[src/rtl/pipe_stage_reg.sv]
// -----------------------------------------------------------------------------
// pipe_stage_reg
//
// Parametrised inter-stage pipeline register with a valid/ready handshake.
// It replaces the older fixed-field stage registers (ID/EXE and similar).
// A two-entry skid buffer keeps full throughput while in_ready stays a
// registered signal, so ready never forms a combinational path across stages.
//
// Entries:
//   M (main) : drives the outputs directly.
//   S (skid) : catches the one entry accepted while M is stalled.
//   Invariant: S valid implies M valid. Ordering is strictly M before S.
//
// Flush kills every held entry. It clears the valid and control bits so that a
// squashed instruction cannot have side effects. Payload bits are left alone.
// If the entry in M is emitted in the same cycle, that transfer still counts
// downstream. An accept in the same cycle is discarded.
//
// Optional feature (macro PIPE_STAGE_PERF_EN):
//   Adds the stall_cnt and bubble_cnt outputs (32-bit, wrapping). They are
//   cleared only by rst, and flush has no effect on them.
//
// Parameters:
//   DATA_W   payload width (pc, immediate, operands, ...)
//   CTRL_W   control width (reg_wen, mem_wen, branch, ...)
//   RST_DATA payload value loaded on rst
//
// Ports:
//   clk        clock, rising edge
//   rst        synchronous reset, active-high; overrides flush and transfers
//   flush      synchronous kill of all held entries
//   in_valid   upstream entry valid
//   in_ready   stage can accept (registered, = !S.valid)
//   in_data    upstream payload
//   in_ctrl    upstream control
//   out_valid  main entry valid
//   out_ready  downstream accepts
//   out_data   main payload
//   out_ctrl   main control, zero whenever out_valid is low
//   stall_cnt  (PIPE_STAGE_PERF_EN) cycles with out_valid && !out_ready
//   bubble_cnt (PIPE_STAGE_PERF_EN) cycles with out_valid low
// -----------------------------------------------------------------------------
module pipe_stage_reg #(
  parameter int unsigned         DATA_W   = 64,
  parameter int unsigned         CTRL_W   = 12,
  parameter logic [DATA_W-1:0]   RST_DATA = '0
) (
  input  logic              clk,
  input  logic              rst,
  input  logic              flush,
  input  logic              in_valid,
  output logic              in_ready,
  input  logic [DATA_W-1:0] in_data,
  input  logic [CTRL_W-1:0] in_ctrl,
  output logic              out_valid,
  input  logic              out_ready,
  output logic [DATA_W-1:0] out_data,
  output logic [CTRL_W-1:0] out_ctrl
`ifdef PIPE_STAGE_PERF_EN
  ,
  output logic [31:0]       stall_cnt,
  output logic [31:0]       bubble_cnt
`endif
);

  // Main entry.
  logic              m_valid_q, m_valid_d;
  logic [DATA_W-1:0] m_data_q,  m_data_d;
  logic [CTRL_W-1:0] m_ctrl_q,  m_ctrl_d;

  // Skid entry.
  logic              s_valid_q, s_valid_d;
  logic [DATA_W-1:0] s_data_q,  s_data_d;
  logic [CTRL_W-1:0] s_ctrl_q,  s_ctrl_d;

  logic accept;
  logic emit;

  // in_ready comes straight from a flop, so there is no comb path from out_ready.
  assign in_ready  = ~s_valid_q;
  assign accept    = in_valid & in_ready;
  assign emit      = m_valid_q & out_ready;

  assign out_valid = m_valid_q;
  assign out_data  = m_data_q;
  assign out_ctrl  = m_ctrl_q;

  // ---------------------------------------------------------------------------
  // Next-state logic
  // ---------------------------------------------------------------------------
  // Control bits are loaded only on an accept, which requires in_valid. A
  // bubble therefore can never place nonzero ctrl into an entry, and every
  // path that invalidates an entry also zeroes its ctrl.
  always_comb begin
    m_valid_d = m_valid_q;
    m_data_d  = m_data_q;
    m_ctrl_d  = m_ctrl_q;
    s_valid_d = s_valid_q;
    s_data_d  = s_data_q;
    s_ctrl_d  = s_ctrl_q;

    if (flush) begin
      // Any same-cycle emit has already happened on the wire. Any same-cycle
      // accept is dropped. Payload is kept so that the data lanes do not toggle.
      m_valid_d = 1'b0;
      m_ctrl_d  = '0;
      s_valid_d = 1'b0;
      s_ctrl_d  = '0;
    end else if (!m_valid_q) begin
      // S must be empty here (invariant), so a new entry always goes to M.
      if (accept) begin
        m_valid_d = 1'b1;
        m_data_d  = in_data;
        m_ctrl_d  = in_ctrl;
      end
    end else if (emit) begin
      if (s_valid_q) begin
        // Drain the skid entry into M. in_ready was low, so no accept this cycle.
        m_valid_d = 1'b1;
        m_data_d  = s_data_q;
        m_ctrl_d  = s_ctrl_q;
        s_valid_d = 1'b0;
        s_ctrl_d  = '0;
      end else if (accept) begin
        // Streaming case: one entry in and one entry out per cycle.
        m_valid_d = 1'b1;
        m_data_d  = in_data;
        m_ctrl_d  = in_ctrl;
      end else begin
        m_valid_d = 1'b0;
        m_ctrl_d  = '0;
      end
    end else if (accept) begin
      // M is stalled. Park the new entry in S; in_ready drops next cycle.
      s_valid_d = 1'b1;
      s_data_d  = in_data;
      s_ctrl_d  = in_ctrl;
    end
  end

  // ---------------------------------------------------------------------------
  // State registers
  // ---------------------------------------------------------------------------
  always_ff @(posedge clk) begin
    if (rst) begin
      m_valid_q <= 1'b0;
      m_data_q  <= RST_DATA;
      m_ctrl_q  <= '0;
      s_valid_q <= 1'b0;
      s_data_q  <= RST_DATA;
      s_ctrl_q  <= '0;
    end else begin
      m_valid_q <= m_valid_d;
      m_data_q  <= m_data_d;
      m_ctrl_q  <= m_ctrl_d;
      s_valid_q <= s_valid_d;
      s_data_q  <= s_data_d;
      s_ctrl_q  <= s_ctrl_d;
    end
  end

`ifdef PIPE_STAGE_PERF_EN
  // ---------------------------------------------------------------------------
  // Performance counters (cleared by rst only, wrap modulo 2^32)
  // ---------------------------------------------------------------------------
  logic [31:0] stall_cnt_q,  stall_cnt_d;
  logic [31:0] bubble_cnt_q, bubble_cnt_d;

  always_comb begin
    stall_cnt_d  = stall_cnt_q;
    bubble_cnt_d = bubble_cnt_q;
    if (m_valid_q && !out_ready) stall_cnt_d  = stall_cnt_q + 32'd1;
    if (!m_valid_q)              bubble_cnt_d = bubble_cnt_q + 32'd1;
  end

  always_ff @(posedge clk) begin
    if (rst) begin
      stall_cnt_q  <= '0;
      bubble_cnt_q <= '0;
    end else begin
      stall_cnt_q  <= stall_cnt_d;
      bubble_cnt_q <= bubble_cnt_d;
    end
  end

  assign stall_cnt  = stall_cnt_q;
  assign bubble_cnt = bubble_cnt_q;
`endif

endmodule

[config.mk]
export PLATFORM = sky130hd
export DESIGN_NAME = pipe_stage_reg
export DESIGN_NICKNAME = d
export VERILOG_FILES = /design/src/rtl/pipe_stage_reg.sv
export SDC_FILE = /design/constraint.sdc
export NUM_CORES = 1
export LEC_CHECK = 0
export BUFFER_PORTS_ARGS = -buffer_cell sky130_fd_sc_hd__buf_2
export CAP_MARGIN = 20
export CORE_MARGIN = 1
export CORE_UTILIZATION = 35
export CTS_CLUSTER_SIZE = 16
export DETAILED_ROUTE_END_ITERATION = 8
export GPL_TIMING_DRIVEN = 0
export RECOVER_POWER = 100
export SYNTH_ARGS = -nofsm -noshare
export SYNTH_HDL_FRONTEND = slang
export SYNTH_SLANG_ARGS = --single-unit
[constraint.sdc]
create_clock -name clk -period 2 [get_ports clk]
set_input_delay 0.5 -clock clk [delete_from_list [all_inputs] [get_ports clk]]
set_output_delay 0.5 -clock clk [all_outputs]
set_load 0.01 [all_outputs]
After elaboration in Yosys (flattened, before gate mapping). Cells that the tools add are included.

Eq/ne operators: 2. Mux-type cells: 17. Bitwise operators: 5. Reduce and logical (&&, ||, !) cells: 8.

Operators by type and width (number): $mux W64 (4); $mux W12 (7); $mux W1 (6); $reduce_and A2 Y1 (3); $reduce_and A4 Y1 (1); $reduce_bool A2 Y1 (2); $not A1 Y1 (3); $reduce_and A3 Y1 (1); $and A1 B1 Y1 (2); $ne A2 B1 Y1 const B (1); $ne A2 B2 Y1 const B (1); $reduce_or A2 Y1 (1).

Register bits: 154. Output and inout bits: 78. Word-level logic and storage cells: 38.

Logic depth before layout (Yosys ltp). Gate-level depths: netlist (run 1).

Depth after elaboration: 6. Mapped depth: 6.

Worst setup path after synthesis (run 1). No wires, ideal clock.

Kind: input -> register. Start point: in out_ready. End point: reg m_ctrl_q[5] (netlist: out_ctrl[5]). Library setup time: 0.091 ns. Arrival time: 1.465 ns. Slack: 0.444 ns. Cell stages on the path: 6. Path buffers: 3. Cell sequence: buf_4 > and2_1 > clkbuf_2 > or2_1 > buf_6 > a311oi_1.

Word-level cells in the longest chain between the ends: 3.

Ends and longest elaborated chain: start: declaration (line 56) `input logic out_ready,`; $and A1 B1 Y1 (line 82) `assign emit = m_valid_q & out_ready;`; $ne A2 B1 Y1 (no source line); $reduce_and A2 Y1 (no source line); end signal: assignment (line 155) `m_ctrl_q <= m_ctrl_d;`; end: declaration (line 69) `logic [CTRL_W-1:0] m_ctrl_q, m_ctrl_d;`.

Every way passes these cells. A chain may end at the register's enable or synchronous reset.

Final worst setup path (run 1).
Start point: reg s_valid_q. End point: out in_ready.

Word-level cells in the longest chain between the ends: 1.

Ends and longest elaborated chain: start: declaration (line 72) `logic s_valid_q, s_valid_d;`; start signal: assignment (line 156) `s_valid_q <= s_valid_d;`; $not A1 Y1 (line 80) `assign in_ready = ~s_valid_q;`; end: declaration (line 52) `output logic in_ready,`.

Every way passes these cells.

==> results of run 1 <==
[what timing repair did]
action | 4_1_cts | 5_1_grt
endpoints found under the setup margin | 1 | 1
resized for setup | 3 | 1
endpoints found under the hold margin | 0 | 0
[power by group through the flow]
stage / clock network (mW) / logic (mW) / registers [mW]
after CTS: 3.11 / 0.992 / 3.24
after floorplan: 0 / 0.572 / 3.36
after global routing: 3.26 / 1.00 / 3.26
after detailed placement: 0 / 0.990 / 3.31
final: 3.04 / 0.908 / 3.25
after global placement: 0 / 0.986 / 3.31
[worst max-delay path: cells and delay by family (launching register included)]
family	cells	cell delay [ns]
buffers and inverters	4	0.69
DFF	1	0.31
[per-stage QoR]
| stage | power (mW) | hold slack (ns) | cells | setup TNS, ns |
|---|---|---|---|---|
| finish | 7.19 | 0.320 | 1269 | 0 |
| global route | 7.52 | 0.305 | 1269 | 0 |
| CTS | 7.34 | 0.303 | 1269 | 0 |
| detailed placement | 4.30 | 0.448 | 1237 | -5.42 |
| global placement | 4.30 | 0.445 | 1237 | -2.40 |
| floorplan | 3.93 | 0.438 | 806 | 0 |
[path summary, 6_finish.rpt]
kind	start	to
worst min-delay path	in_ctrl[5]	s_ctrl_q[5]
worst max-delay path	s_valid_q	in_ready
worst min register to register	out_data[15]	out_data[15]
worst max register to register	out_valid	out_data[16]
[final cells by class]
class | instances | area [um2]
clock buffer | 18 | 429
timing repair buffer | 156 | 683
fill | 2195 | 12100
tap | 275 | 344
inverter | 67 | 251
buffer | 96 | 526
multi-input combinational | 489 | 3410
clock inverter | 14 | 114
sequential | 154 | 3080
[layout by cell type (no fill, tap or decap), drive strengths merged]
cell        n
clkbuf    155
dfxtp     154
buf       115
o21ai      76
inv        73
a21oi      66
o31ai      64
nand3      64
or3b       64
a221oi     64
nand2      35
nor3       13
mux2i      12
a311oi     11
clkinv      5
clkinvlp    3
nor2        3
and2        3
nor3b       3
or2         2
and2b       1
o221ai      1
nor2b       1
a2111oi     1
nor4        1
and4bb      1
nand4bb     1
a211oi      1
o21a        1
[state kept, by name (all words and copies together), names as in the netlist]
signal     count
s_data_q      64
s_ctrl_q      12
out_ctrl      12
out_data      64
s_valid_q      1
out_valid      1
[kinds of logic after synthesis]
group           Yosys count  synth area share, %
mux                      12                 1.61
flops                   154                 41.4
buf+inv                 163                 10.4
compound gates          285                 30.6
simple gates            192                 16.1
[per-layer routing]
layer | vias to the layer above | global-route usage, % | wire length, um
met5 | - | 0 | 11
met4 | 2 | 6.44 | 362
met3 | 28 | 4.66 | 1220
met2 | 194 | 31.9 | 10200
met1 | 3225 | 27.6 | 10300
li1 | 3318 | - | -
==> results.md, run 1 <==
### Outcome
- **result of the run** complete, no violations

### STA
- **RSZ-0062 raised after global routing** false
- **max-slew violation count** 0
- **slew at the pin closest to its max-slew limit** 0.825 ns
- **setup-violating endpoint count in the final report** 0
- **number of hold-slack violations in the final timing report** 0
- **Fin Clk Skew** 0.00900 ns
- **crit path setup slack, layout** 0.0679 ns
- **final period utilization** 96.6%
- **max frequency** 518 MHz
- **worst relative slew slack** 45.0%
- **final worst path period need** 1.93 ns

### Critical path
- **worst-path cell with the longest stage delay** dfxtp_1
- **Critical Path, Cell by Cell** buf_4 -> inv_1 -> buf_4 -> clkbuf_2
- **maximum fanout count along the critical path** 10
- **class of the most critical setup path** register to output port
- **most used cell along the critical path** buf_4
- **data required time of the critical path** 1.50 ns
- **type of destination of the critical path** output port
- **FF-to-FF path depth** 5
- **largest incremental delay on the critical path** 0.31 ns
- **Arr. time, crit path** 1.43 ns
- **reg-to-reg setup timing slack** 0.14 ns
- **launching element type of the critical path** register

### Die
- **standard-cell row count** 53
- **vertical die dimension** 148 um
- **area inside the core boundary** 21,000 um2
- **chip width** 148 um
- **initial core utilization** 35.6%
- **Boundary Pins** 159
- **total die area** 21,900 um2

### Clocking
- **total CTS buffers** 17
- **Root Buffer Master** clkbuf_16
- **Longest Clk Path Bufs** 2
- **count of buffers added by post-CTS timing repair for setup** 0
- **Clock Sink Count** 154
- **number of hold buffers added after CTS** 0
- **Clock Latency Late Sink** 0.43 ns
- **level count of the clock H-tree** 4
- **clock input transition at the sequential cells of the worst setup and hold paths** 0.07 ns
- **CTS tree** built

### Logic synthesis
- **cell types with the highest counts after synthesis** 154 x dfxtp_1, 75 x o21ai_0, 66 x a21oi_1, 66 x inv_1
- **biggest area consumer among synthesized cells** dfxtp_1
- **async set-reset flop share out of synthesis** 0%
- **number of instances in the synthesized netlist** 806
- **proportion of synthesized chip area in sequential cells** 41.4%
- **Post-synth EDFFs** 0
- **top-count cell post-synth** dfxtp_1
- **cell types occupying the most area after synthesis** dfxtp_1 41%, a221oi_2 12%, o31ai_1 6.4%
- **Mapped Area** 7450 um2
- **post-synthesis area per instance** 9.24 um2
- **Top FF cell, synth** dfxtp_1
- **Yosys reg bits** 154
- **Yosys warnings** 0
- **post-synthesis net count** 887
- **number of distinct library cell variants in the gate-level netlist after synthesis** 38
- **top cell type's share of synthesized area** 41.4%

### Power and ir drop
- **switching share of power** 28.3%
- **internal power** 5.15 mW
- **Clock power frac** 42.2%
- **PD cells** 813 nW/um2
- **power share of the combinational group** 12.6%
- **leakage component of the power** 3.11 nW
- **part of the total power dissipated in sequential elements** 45.1%
- **power spent charging and discharging nets** 2.04 mW
- **peak ir drop on the vdd network** 0.000567 V

### Routing
- **post-detailed-routing wire length** 22.0 mm
- **ratio of routed vias to standard cells** 5.33
- **total via count in the routed design** 6,767
- **drt pass-1 iters** 7
- **remaining antenna violation count** 0
- **post-DR wirelength/cell** 17.4 um
- **DRC viols** 0
- **number of DRC violations after detailed-routing iteration 0** 343

### Placement
- **worst slack, placed** -0.151 ns
- **estimated wirelength of the detail-placed design** 15.2 mm
- **count of buffers inserted at the top-level ports** 156
- **Post-Place Cell Area** 8580 um2
- **placer congestion estimate** 0.804

### GRT
- **number of antenna violations at the first check in global routing** 1
- **global-route wire length before repair** 34.7 mm
- **vias in the first global route** 6,349
- **global-route usage over all layers** 20.4%
- **maximum number of pins on one net before global-route repair** 17
- **global route overflow** 0

### Cells and area
- **final cell utilization of the core** 42.2%
- **diode insertion count for antenna repair** 0
- **Layout area overhead** 18.7%
- **fraction of layout cells with a size suffix above 1** 23.2%
- **net count reported at finish** 1,062
- **area of all placed cells without fillers** 8840 um2

### Run
- **total of max-cap violations** 0

### Min path
- **class of the worst hold path** input port to register
- **Hold Path Cell Cnt** 3

Power figures use the tool's default switching activity.
==> run 2, diff against run 1 <==
BUFFER_PORTS_ARGS = -buffer_cell sky130_fd_sc_hd__buf_4   (was -buffer_cell sky130_fd_sc_hd__buf_2)
CTS_BUF_LIST = sky130_fd_sc_hd__clkbuf_4   (was unset)
RECOVER_POWER = unset   (was 100)
==> run 2 against run 1 <==
Non-clock buffer count is 4 higher. Cell count rose by 0.39%. Largest power group unchanged. Global-route usage up 0.13 points. Die area did not move. Flip-flop and latch count stayed put. Largest cell class unchanged.
==> results.md, run 2 (synthesized netlist as in run 1, its figures left out) <==
### Critical path
- **Arr. time, crit path** 1.38 ns, -0.05 ns
- **FF-to-FF path depth** 6, +1
- **data required time of the critical path** 1.50 ns, about the same
- **maximum fanout count along the critical path** 6, -4
- **launching element type of the critical path** register
- **class of the most critical setup path** register to output port
- **type of destination of the critical path** output port

### STA
- **max-slew violation count** 0, unchanged
- **Fin Clk Skew** 0.0251 ns, +0.0161 ns
- **final worst path period need** 1.88 ns, -0.0500 ns
- **slew at the pin closest to its max-slew limit** 0.758 ns, -0.0670 ns
- **worst relative slew slack** 49.5%, +4.5 points
- **Min Hold Slack** 0.179 ns, -0.142 ns
- **RSZ-0062 raised after global routing** false
- **setup-violating endpoint count in the final report** 0, unchanged
- **number of hold-slack violations in the final timing report** 0, unchanged
- **max frequency** 531 MHz, +2.7%
- **final period utilization** 94.1%, -2.5 points

### Power and ir drop
- **peak ir drop on the vdd network** 0.000335 V, -41%
- **PD cells** 676 nW/um2, -17%
- **part of the total power dissipated in sequential elements** 51.7%, +6.6 points
- **leakage component of the power** 3.43 nW, +10%
- **power spent charging and discharging nets** 1.86 mW, -8.9%
- **Clock power frac** 31.0%, -11 points
- **Pwr Total** 6.28 mW, -13%
- **power share of the combinational group** 17.3%, +4.7 points
- **switching share of power** 29.5%, +1.2 points
- **internal power** 4.43 mW, -14%

### Clocking
- **level count of the clock H-tree** 4, unchanged
- **Longest Clk Path Bufs** 2, unchanged
- **clock input transition at the sequential cells of the worst setup and hold paths** 0.15 ns, +0.08 ns
- **Clock Sink Count** 154, unchanged
- **total CTS buffers** 17, unchanged
- **Clock Latency Late Sink** 0.56 ns, +0.13 ns
- **Root Buffer Master** clkbuf_4
- **number of hold buffers added after CTS** 0, unchanged
- **CTS tree** built

### Die
- **total die area** 21,900 um2, unchanged
- **standard-cell row count** 53, unchanged
- **vertical die dimension** 148 um, unchanged
- **Boundary Pins** 159, unchanged
- **chip width** 148 um, unchanged
- **initial core utilization** 35.6%, unchanged
- **area inside the core boundary** 21,000 um2, unchanged

### GRT
- **number of antenna violations at the first check in global routing** 1, unchanged
- **global route overflow** 0, unchanged
- **global-route wire length before repair** 34.9 mm, +0.60%
- **maximum number of pins on one net before global-route repair** 17, unchanged
- **vias in the first global route** 6,368, +0.30%
- **global-route usage over all layers** 20.5%, +0.13 points

### Cells and area
- **most used cells in the layout excluding fill and tap cells** 166 x buf_4, 153 x dfxtp_1, 75 x o21ai_0
- **multi-input combinational cell area** 3590 um2, +5.3%
- **most common cell after layout, fill and taps aside** buf_4
- **Layout area overhead** 24.8%
- **net count reported at finish** 1,066, +0.38%
- **area of all sequential standard cells** 3080 um2, about the same
- **area of all placed cells without fillers** 9300 um2, +5.1%
- **Layout fillers** 2,190, -0.23%
- **fraction of layout cells with a size suffix above 1** 34.6%, +11 points
- **final cell utilization of the core** 44.4%, +2.2 points

### Routing
- **remaining antenna violation count** 0, unchanged
- **post-detailed-routing wire length** 22.1 mm, +0.43%
- **total via count in the routed design** 6,792, +0.37%
- **post-DR wirelength/cell** 17.4 um, about the same
- **drt pass-1 iters** 5, -2
- **DRC viols** 0, unchanged
- **ratio of routed vias to standard cells** 5.33, about the same
- **number of DRC violations after detailed-routing iteration 0** 339, -1.2%

### Min path
- **class of the worst hold path** input port to register
- **Hold Path Cell Cnt** 3, unchanged

### Outcome
- **result of the run** complete, no violations

### Placement
- **estimated wirelength of the detail-placed design** 15.4 mm, +1.8%
- **placer congestion estimate** 0.793, -1.4%
- **Post-Place Cell Area** 8970 um2, +4.6%
- **count of buffers inserted at the top-level ports** 156, unchanged

### Run
- **total of max-cap violations** 0, unchanged

-- run 2: routing by layer --
layer	share of wire (%)	track usage, %	up-vias
li1	-	-	3339
met1	45	27.7	3210
met2	47	32.2	215
met3	5.9	4.72	28
met4	1.7	6.39	0
met5	0	0	-
-- run 2: through the flow --
stage / TNS (ns) / std cells / setup slack, ns
floorplan: 0 / 806 / 0.444
global route: 0 / 1274 / 0.00483
global placement: -5.25 / 1237 / -0.125
finish: 0 / 1274 / 0.118
detailed placement: -7.44 / 1237 / -0.173
CTS: 0 / 1270 / 0.0374
-- run 2: worst max-delay path, cell delays in order (launching register included) --
cell	delay, ns
dfxtp_2	0.36
buf_8	0.13
inv_2	0.09
clkbuf_8	0.14
buf_4	0.11
-- run 2: worst paths after layout --
kind	startpoint	endpoint	slack (ns)
min reg2reg	out_data[43]	out_data[43]	0.47
min	in_data[10]	s_data_q[10]	0.18
max reg2reg	out_valid	out_data[16]	0.16
max	s_valid_q	in_ready	0.12
-- run 2: final cells by class --
| type | count | share of cell area [%] |
|---|---|---|
| timing repair buffer | 160 | 12.9 |
| sequential | 154 | 33.2 |
| antenna | 1 | 0.0269 |
| clock inverter | 15 | 1.59 |
| multi-input combinational | 489 | 38.7 |
| clock buffer | 17 | 1.37 |
| inverter | 67 | 2.71 |
| buffer | 96 | 5.84 |
| tap | 275 | 3.70 |
-- run 2: timing repair --
action | CTS | global route
setup buffers | 1 | 3
pin swaps | 0 | 0
gates resized for setup | 7 | 1
hold endpoints to repair | 0 | 0
endpoints found under the setup margin | 1 | 1
-- run 2: power groups by stage --
stage                     Clock (mW)  Sequential (mW)  Combinational [mW]
final                           1.95             3.25                1.09
after detailed placement           0             3.32                1.09
after floorplan                    0             3.36               0.572
after global placement             0             3.32                1.08
after CTS                       2.00             3.25                1.09
after global routing            2.14             3.27                1.18
==> run 3, diff against run 2 <==
--- a/constraint.sdc
+++ b/constraint.sdc
@@ -3,2 +3,2 @@
 set_output_delay 0.5 -clock clk [all_outputs]
-set_load 0.01 [all_outputs]
+set_load 0.1 [all_outputs]
==> run 3 against run 2 <==
Worst setup slack worse by 0.061 ns. Design area rose by 0.18%. Combinational power up 66%. Global-route usage increased by 0.33 points. Core utilization up 0.078 points. Worst hold slack lost 0.019 ns. Sequential power about the same.
==> results.md, run 3 (synthesized netlist as in run 1, its figures left out) <==
### Clocking
- **Clock Latency Late Sink** 0.58 ns, +0.02 ns
- **CTS tree** built
- **Root Buffer Master** clkbuf_4
- **number of hold buffers added after CTS** 0, unchanged
- **level count of the clock H-tree** 4, unchanged
- **Clock Sink Count** 154, unchanged
- **Longest Clk Path Bufs** 2, unchanged
- **clock input transition at the sequential cells of the worst setup and hold paths** 0.15 ns, about the same
- **total CTS buffers** 17, unchanged

### GRT
- **maximum number of pins on one net before global-route repair** 17, unchanged
- **global-route wire length before repair** 35.5 mm, +1.5%
- **global-route usage over all layers** 20.8%, +0.33 points
- **vias in the first global route** 6,525, +2.5%
- **number of antenna violations at the first check in global routing** 1, unchanged
- **global route overflow** 0, unchanged

### Outcome
- **result of the run** complete, no violations

### Power and ir drop
- **power share of the combinational group** 26.9%, +9.6 points
- **PD cells** 722 nW/um2, +6.8%
- **power spent charging and discharging nets** 2.53 mW, +36%
- **peak ir drop on the vdd network** 0.000266 V, -21%
- **switching share of power** 37.6%, +8.1 points
- **Clock power frac** 24.7%, -6.3 points
- **internal power** 4.19 mW, -5.3%
- **leakage component of the power** 3.43 nW, about the same
- **part of the total power dissipated in sequential elements** 48.3%, -3.4 points

### Routing
- **remaining antenna violation count** 0, unchanged
- **post-detailed-routing wire length** 22.6 mm, +2.2%
- **DRC viols** 0, unchanged
- **total via count in the routed design** 6,827, +0.52%
- **ratio of routed vias to standard cells** 5.35, +0.44%
- **number of DRC violations after detailed-routing iteration 0** 422, +24%
- **post-DR wirelength/cell** 17.7 um, +2.1%
- **drt pass-1 iters** 5, unchanged

### Die
- **initial core utilization** 35.6%, unchanged
- **Boundary Pins** 159, unchanged
- **total die area** 21,900 um2, unchanged
- **vertical die dimension** 148 um, unchanged
- **standard-cell row count** 53, unchanged
- **chip width** 148 um, unchanged
- **area inside the core boundary** 21,000 um2, unchanged

### Placement
- **count of buffers inserted at the top-level ports** 156, unchanged
- **Post-Place Cell Area** 8970 um2, about the same
- **estimated wirelength of the detail-placed design** 15.4 mm, about the same
- **placer congestion estimate** 0.782, -1.4%
- **worst slack, placed** -0.0877 ns, +0.0853 ns

### Cells and area
- **most common cell after layout, fill and taps aside** buf_4
- **fraction of layout cells with a size suffix above 1** 34.8%, +0.27 points
- **most used cells in the layout excluding fill and tap cells** 165 x buf_4, 152 x dfxtp_1, 75 x o21ai_0
- **Layout area overhead** 25.0%
- **Layout fillers** 2,149, -1.9%
- **area of all placed cells without fillers** 9310 um2, +0.18%
- **net count reported at finish** 1,067, +0.094%

### Critical path
- **launching element type of the critical path** register
- **data required time of the critical path** 1.50 ns, about the same
- **Arr. time, crit path** 1.44 ns, +0.06 ns
- **class of the most critical setup path** register to output port
- **largest incremental delay on the critical path** 0.37 ns, about the same
- **maximum fanout count along the critical path** 5, -1
- **Critical Path, Cell by Cell** buf_8 -> inv_8 -> clkbuf_16 -> buf_16
- **type of destination of the critical path** output port
- **worst-path cell with the longest stage delay** dfxtp_4

### STA
- **number of hold-slack violations in the final timing report** 0, unchanged
- **max-slew violation count** 0, unchanged
- **Fin Clk Skew** 0.0241 ns, -0.00105 ns
- **max frequency** 515 MHz, -3.1%
- **slew at the pin closest to its max-slew limit** 0.774 ns, +0.0168 ns
- **worst relative slew slack** 48.4%, -1.1 points
- **crit path setup slack, layout** 0.0574 ns, -0.0605 ns
- **setup-violating endpoint count in the final report** 0, unchanged
- **final worst path period need** 1.94 ns, +0.0605 ns
- **final period utilization** 97.1%, +3.0 points

### Run
- **total of max-cap violations** 0, unchanged

### Min path
- **class of the worst hold path** input port to register

-- run 3: cell types whose count changed in the layout (fill, tap and decap cells not counted), moves of 2 or more --
cell / before / now
clkbuf_16: 0 / 2
bufinv_16: 2 / 0
clkbuf_4: 17 / 19
inv_6: 4 / 0
clkinv_2: 1 / 3
clkinvlp_4: 2 / 5
-- run 3: layer usage --
| layer | global-route usage, % | vias to the layer above | part of all wire, % |
|---|---|---|---|
| met3 | 4.54 | 28 | 5.5 |
| li1 | - | 3349 | - |
| met2 | 33.0 | 193 | 46 |
| met1 | 28.0 | 3257 | 46 |
| met4 | 7.01 | 0 | 1.7 |
| met5 | 0 | - | 0 |
-- run 3: path summary, 6_finish.rpt --
| path | from | cells past startpoint | slack (ns) | endpoint |
|---|---|---|---|---|
| hold reg to reg | out_data[46] | 2 | 0.47 | out_data[46] |
| setup reg to reg | out_valid | 6 | 0.15 | out_data[17] |
| setup / recovery | s_valid_q | 4 | 0.06 | in_ready |
| hold / removal | in_data[6] | 3 | 0.16 | s_data_q[6] |
-- run 3: layout make-up --
cell class	count	area, um2	share of cell area, %
flip-flops and latches	154	3090	33.2
diodes	1	2.50	0.0269
well taps	275	344	3.70
repair buffers	161	1250	13.4
multi-input cells	489	3590	38.6
inverters	67	259	2.78
plain buffers	96	554	5.95
clock buffers	19	143	1.53
clock inverters	13	81.3	0.873
-- run 3: worst max-delay path: cells and delay by family, from the launching register on --
| family | cells | cell delay (ns) |
|---|---|---|
| buf+inv | 4 | 0.49 |
| flops | 1 | 0.37 |
-- run 3: timing repair --
action | CTS | global route
gates resized for setup | 14 | 2
gates cloned | 0 | 1
endpoints found under the setup margin | 1 | 1
pin swaps | 0 | 0
setup buffers | 1 | 3
-- run 3: power groups by stage --
stage	clock (mW)	sequential [mW]	combinational, mW
2_1_floorplan	0	4.06	0.577
3_3_place_gp	0	3.32	1.80
3_5_place_dp	0	3.32	1.81
4_1_cts	1.73	3.25	1.82
5_1_grt	1.87	3.26	1.90
6_report	1.66	3.25	1.81
-- run 3: stage by stage --
| stage | hold WS [ns] | power (mW) | std cells | TNS, ns | utilization (%) |
|---|---|---|---|---|---|
| after global routing | 0.121 | 7.04 | 1275 | -0.0139 | 44.4 |
| final | 0.160 | 6.72 | 1275 | 0 | 44.4 |
| after CTS | 0.111 | 6.80 | 1270 | 0 | 44.2 |
| after floorplan | 0.438 | 4.63 | 806 | 0 | - |
| after detailed placement | 0.453 | 5.13 | 1237 | -2.10 | 42.8 |
| after global placement | 0.446 | 5.12 | 1237 | -1.51 | 42.8 |
